`config.mk`:
```
export PLATFORM = sky130hd
export DESIGN_NAME = ecl_trig_receiver
export DESIGN_NICKNAME = d
export VERILOG_FILES = /design/src/rtl/ecl_trig_receiver.sv
export SDC_FILE = /design/constraint.sdc
export NUM_CORES = 1
export LEC_CHECK = 0
export ABC_AREA = 1
export CAP_MARGIN = 10
export CORE_UTILIZATION = 43
export CTS_BUF_LIST = sky130_fd_sc_hd__clkbuf_4
export CTS_CLUSTER_DIAMETER = 40
export DETAILED_ROUTE_END_ITERATION = 7
export GPL_ROUTABILITY_DRIVEN = 0
export GPL_TIMING_DRIVEN = 0
export PLACE_DENSITY = 0.6
export SLEW_MARGIN = 20
export SYNTH_ARGS = -nofsm -noshare
export SYNTH_HDL_FRONTEND = slang
export SYNTH_SLANG_ARGS = --single-unit
```
`constraint.sdc`:
```
create_clock -name CLK -period 5.7 [get_ports CLK]
set_input_delay 0.855 -clock CLK [delete_from_list [all_inputs] [get_ports CLK]]
set_output_delay 0.855 -clock CLK [all_outputs]
set_load 0.02 [all_outputs]
```
`src/rtl/ecl_trig_receiver.sv`:
```
// Quad ECL trigger receiver: synchronise, edge-detect, stretch and count A..D, and watch the D true/complement pair.
// Optional macro TUBII_TRIG_COINC_EN adds a COINC output and a coincidence counter read as channel 4.
module ecl_trig_receiver #(
  parameter int CNT_W        = 16,
  parameter int STRETCH      = 4,
  parameter int FAULT_CYCLES = 3
) (
  input  logic             CLK,
  input  logic             RESET,
  input  logic [3:0]       TRIG_IN,
  input  logic             TRIG_D_N,
  input  logic             CLEAR,
  input  logic             RD_REQ,
`ifdef TUBII_TRIG_COINC_EN
  input  logic [2:0]       RD_SEL,
`else
  input  logic [1:0]       RD_SEL,
`endif
  output logic [3:0]       TRIG_OUT,
  output logic [CNT_W-1:0] RD_DATA,
  output logic             RD_VALID,
  output logic             DIFF_FAULT
`ifdef TUBII_TRIG_COINC_EN
  ,
  output logic             COINC
`endif
);

  localparam logic [7:0]       STRETCH_LD = 8'(STRETCH - 1);
  localparam logic [3:0]       FAULT_LIM  = 4'(FAULT_CYCLES);
  localparam logic [CNT_W-1:0] CNT_MAX    = {CNT_W{1'b1}};

  logic [3:0]       sync1_q, sync2_q, prev_q;
  logic             dn1_q, dn2_q;
  logic [3:0]       edge_w;
  logic [7:0]       timer_q [4];
  logic [7:0]       timer_d [4];
  logic [3:0]       trig_q, trig_d;
  logic [CNT_W-1:0] cnt_q [4];
  logic [CNT_W-1:0] cnt_d [4];
  logic [3:0]       mism_q, mism_d;
  logic             fault_q, fault_d;
  logic             rd_req_q;
  logic [CNT_W-1:0] cap_q, cap_d;
  logic [CNT_W-1:0] rd_mux;
  logic [CNT_W-1:0] rd_data_q, rd_data_d;
  logic             rd_valid_q;
`ifdef TUBII_TRIG_COINC_EN
  logic             coinc_q, coinc_d;
  logic [CNT_W-1:0] coinc_cnt_q, coinc_cnt_d;
`endif

  assign edge_w = sync2_q & ~prev_q;

  always_comb begin
    for (int i = 0; i < 4; i++) begin
      trig_d[i]  = 1'b0;
      timer_d[i] = timer_q[i];
      cnt_d[i]   = cnt_q[i];
      // A new edge always reloads, so overlapping pulses merge into one longer pulse.
      if (edge_w[i]) begin
        timer_d[i] = STRETCH_LD;
        trig_d[i]  = 1'b1;
      end else if (timer_q[i] != 8'd0) begin
        timer_d[i] = timer_q[i] - 8'd1;
        trig_d[i]  = 1'b1;
      end
      if (CLEAR) begin
        cnt_d[i] = '0;
      end else if (edge_w[i] && (cnt_q[i] != CNT_MAX)) begin
        cnt_d[i] = cnt_q[i] + CNT_W'(1);
      end
    end
  end

  always_comb begin
    mism_d  = mism_q;
    fault_d = fault_q;
    if (CLEAR) begin
      mism_d  = 4'd0;
      fault_d = 1'b0;
    end else begin
      if (sync2_q[3] == dn2_q) begin
        mism_d = (mism_q == FAULT_LIM) ? mism_q : mism_q + 4'd1;
      end else begin
        mism_d = 4'd0;
      end
      fault_d = fault_q | (mism_d == FAULT_LIM);
    end
  end

`ifdef TUBII_TRIG_COINC_EN
  always_comb begin
    coinc_d     = ($countones(edge_w) > 1);
    coinc_cnt_d = coinc_cnt_q;
    if (CLEAR) begin
      coinc_cnt_d = '0;
    end else if (coinc_d && (coinc_cnt_q != CNT_MAX)) begin
      coinc_cnt_d = coinc_cnt_q + CNT_W'(1);
    end
  end
`endif

  // Counter values are taken before this edge's increments; the result appears one edge later.
  always_comb begin
    rd_mux = '0;
`ifdef TUBII_TRIG_COINC_EN
    case (RD_SEL)
      3'd0, 3'd1, 3'd2, 3'd3: rd_mux = cnt_q[RD_SEL[1:0]];
      3'd4:                   rd_mux = coinc_cnt_q;
      default:                rd_mux = '0;
    endcase
`else
    rd_mux = cnt_q[RD_SEL];
`endif
    cap_d     = RD_REQ   ? rd_mux : cap_q;
    rd_data_d = rd_req_q ? cap_q  : rd_data_q;
  end

  always_ff @(posedge CLK or posedge RESET) begin
    if (RESET) begin
      sync1_q    <= 4'd0;
      sync2_q    <= 4'd0;
      prev_q     <= 4'd0;
      dn1_q      <= 1'b0;
      dn2_q      <= 1'b0;
      trig_q     <= 4'd0;
      mism_q     <= 4'd0;
      fault_q    <= 1'b0;
      rd_req_q   <= 1'b0;
      cap_q      <= '0;
      rd_data_q  <= '0;
      rd_valid_q <= 1'b0;
      for (int i = 0; i < 4; i++) begin
        timer_q[i] <= 8'd0;
        cnt_q[i]   <= '0;
      end
    end else begin
      sync1_q    <= TRIG_IN;
      sync2_q    <= sync1_q;
      prev_q     <= sync2_q;
      dn1_q      <= TRIG_D_N;
      dn2_q      <= dn1_q;
      trig_q     <= trig_d;
      mism_q     <= mism_d;
      fault_q    <= fault_d;
      rd_req_q   <= RD_REQ;
      cap_q      <= cap_d;
      rd_data_q  <= rd_data_d;
      rd_valid_q <= rd_req_q;
      for (int i = 0; i < 4; i++) begin
        timer_q[i] <= timer_d[i];
        cnt_q[i]   <= cnt_d[i];
      end
    end
  end

`ifdef TUBII_TRIG_COINC_EN
  always_ff @(posedge CLK or posedge RESET) begin
    if (RESET) begin
      coinc_q     <= 1'b0;
      coinc_cnt_q <= '0;
    end else begin
      coinc_q     <= coinc_d;
      coinc_cnt_q <= coinc_cnt_d;
    end
  end

  assign COINC = coinc_q;
`endif

  assign TRIG_OUT   = trig_q;
  assign RD_DATA    = rd_data_q;
  assign RD_VALID   = rd_valid_q;
  assign DIFF_FAULT = fault_q;

endmodule
```
==> impl_metrics.ini, run 1 <==
[outcome]
status = completed

[sta]
fin_hold_ws_ns = 0.364
clock_skew_ns = 0.0215
fin_crit_ns = 2.42
worstMarginPinSlew_ns = 0.730
slew_headroom_pct = 51.4
rsz0062_at_grt = false
clock.fmax_mhz = 412
drv_slew = 0
hold_viol = 0
setup_viol = 0
fin_crit_sh_pct = 42.5

[clocking]
clk_pin_slew_ns = 0.15
clock-sinks = 153
cts_max_level = 4
cts_tree = yes
cts_root_buf = clkbuf_4
post_cts_buffers = 0
cts_resized = 0
cts_inserted_buffers = 17
ctsHoldBuffers = 0
clock_path_buffers = 2
insertion_delay_ns = 0.59

[placement]
port_buffers = 31
place_area_sq_um = 8860
dp_hpwl_mm = 14.7
dp_cells = 1328

[worst_setup_path]
slowest_stage = clkdlybuf4s50_1
critPathRequiredTime_ns = 4.85
path_cells = clkdlybuf4s50_1
cp-start-kind = flop
cp_num_buf_inv = 1
cp-end-kind = output pin
crit_family = buffers and inverters
crit_arrival_ns = 1.57
ff2ff_setup_slack_ns = 3.76
worstSetupStartpoint = RD_DATA[4]
slowest_delay_ns = 0.60
path_max_fanout = 2
timing.rr.start = cnt_q[48]
critPathKind = reg -> out

[detailed_routing]
vias = 7185
wire_per_inst_um = 15.0
drc = 0
vias_per_cell = 5.28
drt_iter0_markers = 452
postRouteWirelength_mm = 20.4
drtPass1Iterations = 6
drt.antenna.violating_nets = 0

[power_and_ir_drop]
leakage_nw = 4.20
worst_ir_drop_vdd_mv = 0.246
power.share.sequential_pct = 48.2
power.internal_mw = 1.77
p_clk_share_pct = 28.0
combPwrFrac_pct = 23.8
switching_power_uw = 902
powerDensity_nw_per_um2 = 291
switching_share_pct = 33.8
total_power_mw = 2.67

[synthesis]
synth-compound-area-share_pct = 8.34
yosysMostFrequentCell = nand2_1
synth-edff-count = 0
synth.largest_area_cell = dfrtp_1
synth_top_area_share_pct = 46.5
synth.avg_cell_area_sq_um = 7.75
yosysWarnings = 0
synth_fa_ha_area_share_pct = 1.98
syn_inst = 1062
synth_top_flop_cell = dfrtp_1
ys_types = 34
synth.area.top_cells = dfrtp_1 47%, nand2_1 13%, nor2_1 5.9%
synth_commonest_cells = 287 x nand2_1, 153 x dfrtp_1, 130 x nor2_1
ys_seq_area_share_pct = 46.5
synth_nets = 1086
synth_top_family_by_area = simple AND/OR/NAND/NOR gates
ys_ff_latch = 153
synth-xor-area-share_pct = 2.77
synth_simple_gate_area_share_pct = 31.7
synth_mux_area_share_pct = 1.92
syn_area_sq_um = 8230
async_reset_ff_share_pct = 100

[grt]
antenna_found_initial = 1
grt_pass1_vias = 6713
grt_start_max_net_pins = 97
grt_pass1_wl_mm = 34.0
grt-ovfl-total = 0
grt_usage_pct = 22.1

[finish]
syn_to_final_growth_pct = 11.7
layout-drive-gt1-share_pct = 7.90
utilization_pct = 49.1
fin_area_sq_um = 9190
multi_input_area_sq_um = 3840
regArea_sq_um = 3830
num-fill-cells = 1837
finalNetCount = 1137
stdcell_count = 1362

[floorplan]
initial_core_util_pct = 44.0
die_y_um = 140
core_sq_um = 18700
io_pins = 33
die_x_um = 140
die_area_sq_um = 19700
row_count = 50

[worst_hold_path]
worst_hold_path_type = reg -> reg
worstHoldStart = sync1_q[1]

[run]
maxCapViolCount = 0
-- per-stage QoR --
stage               worst slack (ns)  setup TNS (ns)
global route                    3.20               0
CTS                             3.24               0
global placement               -1.59         -241.12
finish                          3.28               0
detailed placement              3.10               0
floorplan                      0.724               0
-- layout make-up --
cell class | instances | area share (%)
Clock buffer | 17 | 1.39
Antenna cell | 2 | 0.0545
Tap cell | 234 | 3.19
Sequential cell | 153 | 41.7
Multi-Input combinational cell | 772 | 41.8
Timing Repair Buffer | 32 | 3.68
Buffer | 31 | 1.73
Inverter | 106 | 4.41
Clock inverter | 15 | 2.07
-- power groups by stage --
stage | clock [mW] | combinational, mW | sequential [mW]
2_1_floorplan | 0 | 0.446 | 1.32
3_5_place_dp | 0 | 0.640 | 1.31
6_report | 0.748 | 0.634 | 1.29
4_1_cts | 0.775 | 0.642 | 1.29
3_3_place_gp | 0 | 0.627 | 1.31
5_1_grt | 0.812 | 0.731 | 1.30
-- worst paths after layout --
check,end,depth (start not counted)
max,RD_DATA[4],1
min,sync2_q[1],0
max reg2reg,cnt_q[52],9
min reg2reg,sync2_q[1],0
max in group asynchronous,cnt_q[52],3
min in group asynchronous,prev_q[3],2
-- cell usage in the layout, fill, tap and decap left out, types with 13 or more instances in the layout --
cell	instances
nand2_1	287
dfrtp_1	153
nor2_1	130
inv_1	101
nand3_1	66
nand4_1	64
o21ai_0	62
a21oi_1	38
clkdlybuf4s50_1	31
xor2_1	24
clkbuf_1	18
clkbuf_4	17
a31oi_1	16
mux2_2	14
ha_1	13
-- cells by family (layout without fill, tap and decap cells) --
group | Yosys count | in the layout
AND/OR/NAND/NOR | 591 | 591
flip-flops | 153 | 153
buffers and inverters | 137 | 201
AO/OA/AOI/OAI | 128 | 128
XOR/XNOR | 26 | 26
multiplexers | 14 | 14
adder cells (fa/ha/maj) | 13 | 13
other | 0 | 2
-- worst reg2reg max path, delay by kind of cell, from the launching register on --
family | cells | cell delay (ns)
adders and majority gates | 1 | 0.30
buffers and inverters | 2 | 0.36
DFF | 1 | 0.49
and+or+nand+nor | 6 | 0.74
-- sequential cells by signal, summed over array words and instances, names as in the netlist --
register    count
cnt_q          64
timer_q        32
RD_DATA        16
cap_q          16
TRIG_OUT        4
mism_q          4
prev_q          4
sync1_q         4
sync2_q         4
DIFF_FAULT      1
RD_VALID        1
dn1_q           1
dn2_q           1
rd_req_q        1
-- per-layer routing --
layer / vias up / track usage [%] / part of all wire [%]
met1: 3386 / 29.4 / 47
met5: - / 0 / 0
met3: 29 / 4.58 / 4.6
met4: 0 / 7.87 / 2.1
li1: 3610 / - / -
met2: 160 / 35.6 / 47
Note: power is estimated with default switching activity, not from simulation.
==> inputs of run 2 (changes only) <==
==> constraint.sdc (replaced) <==
create_clock -name CLK -period 2.34 [get_ports CLK]
set_input_delay 0.351 -clock CLK [delete_from_list [all_inputs] [get_ports CLK]]
set_output_delay 0.351 -clock CLK [all_outputs]
set_load 0.02 [all_outputs]
==> impl_metrics.ini, run 2 (synthesized netlist as in run 1, its figures left out) <==
[sta]
rsz0062_at_grt = false
slew_headroom_pct = 49.6
layout_setup_ws_ns = 0.380
hold_viol = 0
fin_crit_ns = 1.96
drv_slew = 0
setup_viol = 0
worstMarginPinSlew_ns = 0.756
fin_crit_sh_pct = 83.7
tns_ns = 0
fin_hold_ws_ns = 0.106
clock.fmax_mhz = 510
clock_skew_ns = 0.0204

[finish]
utilization_pct = 49.4
largest_reg_flops = 64
syn_to_final_growth_pct = 12.3
top_register = cnt_q
largest_registers = cnt_q (64), timer_q (32)
layout-drive-gt1-share_pct = 8.14
stdcell_count = 1365
layout_commonest_cell = nand2_1
finalNetCount = 1141
fin_area_sq_um = 9240
final_cell_mix = 287 x nand2_1, 153 x dfrtp_1, 130 x nor2_1, 101 x inv_1, 66 x nand3_1

[floorplan]
die_x_um = 140
io_pins = 33
initial_core_util_pct = 44.0
row_count = 50
die_y_um = 140
core_sq_um = 18700
die_area_sq_um = 19700

[clocking]
cts_root_buf = clkbuf_4
post_cts_buffers = 0
clk_pin_slew_ns = 0.13
cts_max_level = 4
ctsHoldBuffers = 0
cts_tree = yes
clock_path_buffers = 2
cts_inserted_buffers = 17
cts_resized = 0
clock-sinks = 153
insertion_delay_ns = 0.55

[grt]
grt_start_max_net_pins = 34
antenna_found_initial = 1
grt_usage_pct = 22.6
grt_pass1_vias = 6744
grt_pass1_wl_mm = 34.8
grt-ovfl-total = 0

[outcome]
status = completed

[placement]
place_ws_ns = 0.259
dp_cells = 1332
place_area_sq_um = 8930
dp_hpwl_mm = 15.1
port_buffers = 31

[detailed_routing]
drtPass1Iterations = 8
wire_per_inst_um = 15.1
drc = 0
vias_per_cell = 5.37
postRouteWirelength_mm = 20.7
vias = 7335
drt_iter0_markers = 660
drt.antenna.violating_nets = 0

[power_and_ir_drop]
leakage_nw = 4.24
total_power_mw = 6.45
powerDensity_nw_per_um2 = 698
worst_ir_drop_vdd_mv = 0.480

[worst_setup_path]
critPathRequiredTime_ns = 2.82
path_max_fanout = 10
cp-end-kind = flop
crit_arrival_ns = 2.44
cp-start-kind = flop
critPathKind = reg -> reg

[worst_hold_path]
worst_hold_path_type = in -> async

[run]
maxCapViolCount = 0
[run 2: report_power, final]
| group | internal [mW] | switching (mW) |
|---|---|---|
| clock | 0.790 | 0.954 |
| combinational | 0.591 | 0.978 |
| sequential | 2.96 | 0.171 |
| total | 4.34 | 2.10 |
[run 2: path summary, 6_finish.rpt]
| path | start | end | slack, ns | cells past startpoint |
|---|---|---|---|---|
| max | cnt_q[48] | cnt_q[52] | 0.38 | 9 |
| min | RESET | timer_q[3] | 0.11 | 2 |
| max reg2reg | cnt_q[48] | cnt_q[52] | 0.38 | 9 |
| min reg2reg | sync1_q[0] | sync2_q[0] | 0.36 | 0 |
| max in group asynchronous | RESET | timer_q[13] | 1.54 | 4 |
| min in group CLK | TRIG_D_N | dn1_q | 0.22 | 1 |
[run 2: area by class of cell]
cell class	count	area, sq um
Inverter	106	402
Multi-Input combinational cell	772	3840
Timing Repair Buffer	36	410
Fill cell	1826	9470
Clock inverter	11	145
Clock buffer	21	158
Antenna cell	1	2.50
Tap cell	234	293
Buffer	31	159
Sequential cell	153	3830
[run 2: metal layers]
layer / share of wire, % / track usage, % / wire, um
met1: 47 / 31.1 / 9760
met2: 46 / 35.9 / 9510
met3: 4.2 / 4.10 / 869
met4: 2.5 / 7.69 / 515
met5: 0 / 0 / 0
[run 2: critical path, cell delays in order, from the launching register on]
cell and delay (ns):
dfrtp_1 0.48, ha_1 0.30, nand3_1 0.11, inv_1 0.09, nand2_1 0.07, nor2_1 0.05, nor2_2 0.32, buf_4 0.27
nand4_1 0.10, nand2_1 0.10
==> RTL change, RTL diff (flow settings as in run 2) <==
Set the parameter `CNT_W` to 32 (it was 16).
--- a/src/rtl/ecl_trig_receiver.sv
+++ b/src/rtl/ecl_trig_receiver.sv
@@ -2,5 +2,5 @@
 // Optional macro TUBII_TRIG_COINC_EN adds a COINC output and a coincidence counter read as channel 4.
 module ecl_trig_receiver #(
-  parameter int CNT_W        = 16,
+  parameter int CNT_W        = 32,
   parameter int STRETCH      = 4,
   parameter int FAULT_CYCLES = 3
Ports: changed (resized RD_DATA); port bits go from 33 to 49. No check against the original RTL was run, so the function may have changed too.
==> RTL change against run 2 <==
Sequential cell count is 96 higher; final area rose by 79%; first-iteration DRC count is 86% higher; highest routed layer unchanged; worst setup slack got worse by 0.27 ns; wire length up 120%; synthesized area grew 75%; total power increased by 74%; global-route usage grew 5.0 points; final cell count grew 93%; via count increased by 91%.
==> RTL change: results (changes against run 2) <==
| Metric | Value |
|---|---|
| Fraction of standard cell area in multi-input logic | 43.4% (was 41.6%) |
| Instance count after placement with tap cells included | 2,504 (was 1,332) |
| First-pass GRT wire length | 71,500 um (was 34,800 um) |
| # port buffers | 47 (was 31) |
| Number of buffers created by CTS | 75 (was 17) |
| Share of synthesized area occupied by flip-flops and latches | 43.4% (was 46.5%) |
| Leakage power of the design | 7.44 nW (was 4.24 nW) |
| Detailed-route via count | 14,000 (was 7,335) |
| Combined global-route utilization of all metal layers | 27.6% (was 22.6%) |
| Final instance area | 0.0165 mm2 (was 0.00924 mm2) |
| Clock latency of the later-clocked register in the worst-skew pair | 0.74 ns (was 0.55 ns) |
| Slew at the pin closest to its max-slew limit | 1.14 ns (was 0.756 ns) |
| Total number of H-tree levels | 3 (was 4) |
| Max Buffers Root-to-Sink | 3 (was 2) |
| Plain + repair buffers | 123 (was 67) |
| Relative area of clock buffers and inverters in the final design | 5.60% (was 3.28%) |
| Non-clock buffering overhead in the final layout | 6.09% (was 6.16%) |
| Data arrival at the endpoint of the critical path | 2.86 ns (was 2.44 ns) |
| Top cells by area, synth | sky130_fd_sc_hd__dfrtp_1 (43%), sky130_fd_sc_hd__nand2_1 (17%), sky130_fd_sc_hd__nor2_1 (8.5%) (was sky130_fd_sc_hd__dfrtp_1 (47%), sky130_fd_sc_hd__nand2_1 (13%), sky130_fd_sc_hd__nor2_1 (5.9%)) |
| Commonest cells in the synthesized netlist | sky130_fd_sc_hd__nand2_1 (656), sky130_fd_sc_hd__nor2_1 (325), sky130_fd_sc_hd__dfrtp_1 (249) (was sky130_fd_sc_hd__nand2_1 (287), sky130_fd_sc_hd__dfrtp_1 (153), sky130_fd_sc_hd__nor2_1 (130)) |
| Worst-case vdd ir drop | 0.484 mV (was 0.480 mV) |
| Worst-case clock skew | 0.0506 ns (was 0.0204 ns) |
| FF-to-FF End | cnt_q[57]$_DFFE_PP0P_ (was cnt_q[52]$_DFFE_PP0P_) |
| Type of the tightest min-delay check | input pin to flop (was input pin to asynchronous set/reset pin) |
| Detailed-route wire length per cell | 17.2 um (was 15.1 um) |
| Initial detailed-routing violation count | 1,229 (was 660) |
| Total number of sequential cells | 249 (was 153) |
| Maximum single-stage delay on the critical path | 0.46 ns (was 0.48 ns) |
| Number of multi-input combinational cells in the layout | 1,529 (was 772) |
| Final hold slack | 0.0661 ns (was 0.106 ns) |
| Die width | 185 um (was 140 um) |
| Number of iterations in the first detailed-routing pass | 6 (was 8) |
| Average footprint of a synthesized cell | 7.16 um2 (was 7.75 um2) |
| Outcome | completed (unchanged) |
| Placed wire-length estimate | 34,100 um (was 15,100 um) |
| # clk buffers | 105 (was 21) |
| Distinct cell type count of the synthesized netlist | 33 (was 34) |
| Pre-CTS WS | -0.610 ns (was 0.259 ns) |
| Share of post-route cells with drive strength above 1 | 10.3% (was 8.14%) |
| Gate family responsible for the most delay along the worst path | buffers and inverters (was simple AND/OR/NAND/NOR gates) |
| # nets final | 2,164 (was 1,141) |
[RTL change: cell count changes in the layout (fill, tap and decap cells not counted), moves of 16 or more]
cell	run 2	this run
sky130_fd_sc_hd__clkbuf_1	18	34
sky130_fd_sc_hd__nand4_1	64	84
sky130_fd_sc_hd__a21oi_1	38	65
sky130_fd_sc_hd__nand3_1	66	106
sky130_fd_sc_hd__nor2_1	130	324
sky130_fd_sc_hd__o21ai_0	62	103
sky130_fd_sc_hd__inv_1	101	153
sky130_fd_sc_hd__clkbuf_4	21	105
sky130_fd_sc_hd__clkdlybuf4s50_1	31	47
sky130_fd_sc_hd__dfrtp_1	153	249
sky130_fd_sc_hd__nand2_1	287	656
[RTL change: power groups by stage]
stage          clock [mW]  sequential (mW)  combinational [mW]
2_1_floorplan           0             5.08                1.27
6_report             4.24             4.95                2.01
5_1_grt              4.58             4.99                2.29
3_5_place_dp            0             5.03                2.02
4_1_cts              4.37             4.95                2.03
3_3_place_gp            0             5.02                1.93
[RTL change: logic make-up after synthesis]
| group | count (synthesis) | synth area share [%] |
|---|---|---|
| mux | 26 | 2.04 |
| flops | 249 | 43.4 |
| compound gates | 207 | 7.65 |
| fa+ha+maj | 13 | 1.13 |
| buf+inv | 228 | 6.71 |
| simple gates | 1236 | 36.2 |
| xor+xnor | 47 | 2.87 |
[RTL change: repair_timing]
action                                  4_1_cts  5_1_grt
resized for setup                             0        6
hold buffers                                  1        0
endpoints found under the setup margin        0       48
hold endpoints to repair                     10        0
[RTL change: worst reg2reg max path, stage by stage, from the launching register on]
cell	delay, ns
sky130_fd_sc_hd__dfrtp_1	0.46
sky130_fd_sc_hd__ha_1	0.31
sky130_fd_sc_hd__inv_1	0.14
sky130_fd_sc_hd__nor2_4	0.07
sky130_fd_sc_hd__nand2_2	0.11
sky130_fd_sc_hd__nor2_4	0.06
sky130_fd_sc_hd__a21oi_2	0.43
sky130_fd_sc_hd__buf_2	0.33
sky130_fd_sc_hd__nand4_1	0.12
sky130_fd_sc_hd__nand2_1	0.10
[RTL change: per-layer routing]
layer	vias to the layer above	part of all wire (%)	track usage, %
met1	6570	44	36.7
met4	0	5.5	15.8
met3	142	7.8	5.65
met5	-	0	0
li1	6781	-	-
met2	529	43	41.7
[RTL change: worst max path at each step]
stage,end,slack [ns],cells past startpoint
after floorplan,DIFF_FAULT$_DFF_PP0_,-1.28,1
after global placement,cnt_q[30]$_DFFE_PP0P_,-3.35,2
after detailed placement,cnt_q[80]$_DFFE_PP0P_,-0.61,6
after CTS,cnt_q[42]$_DFFE_PP0P_,0.03,9
after global routing,cnt_q[57]$_DFFE_PP0P_,-0.007,9
final,cnt_q[57]$_DFFE_PP0P_,0.11,9
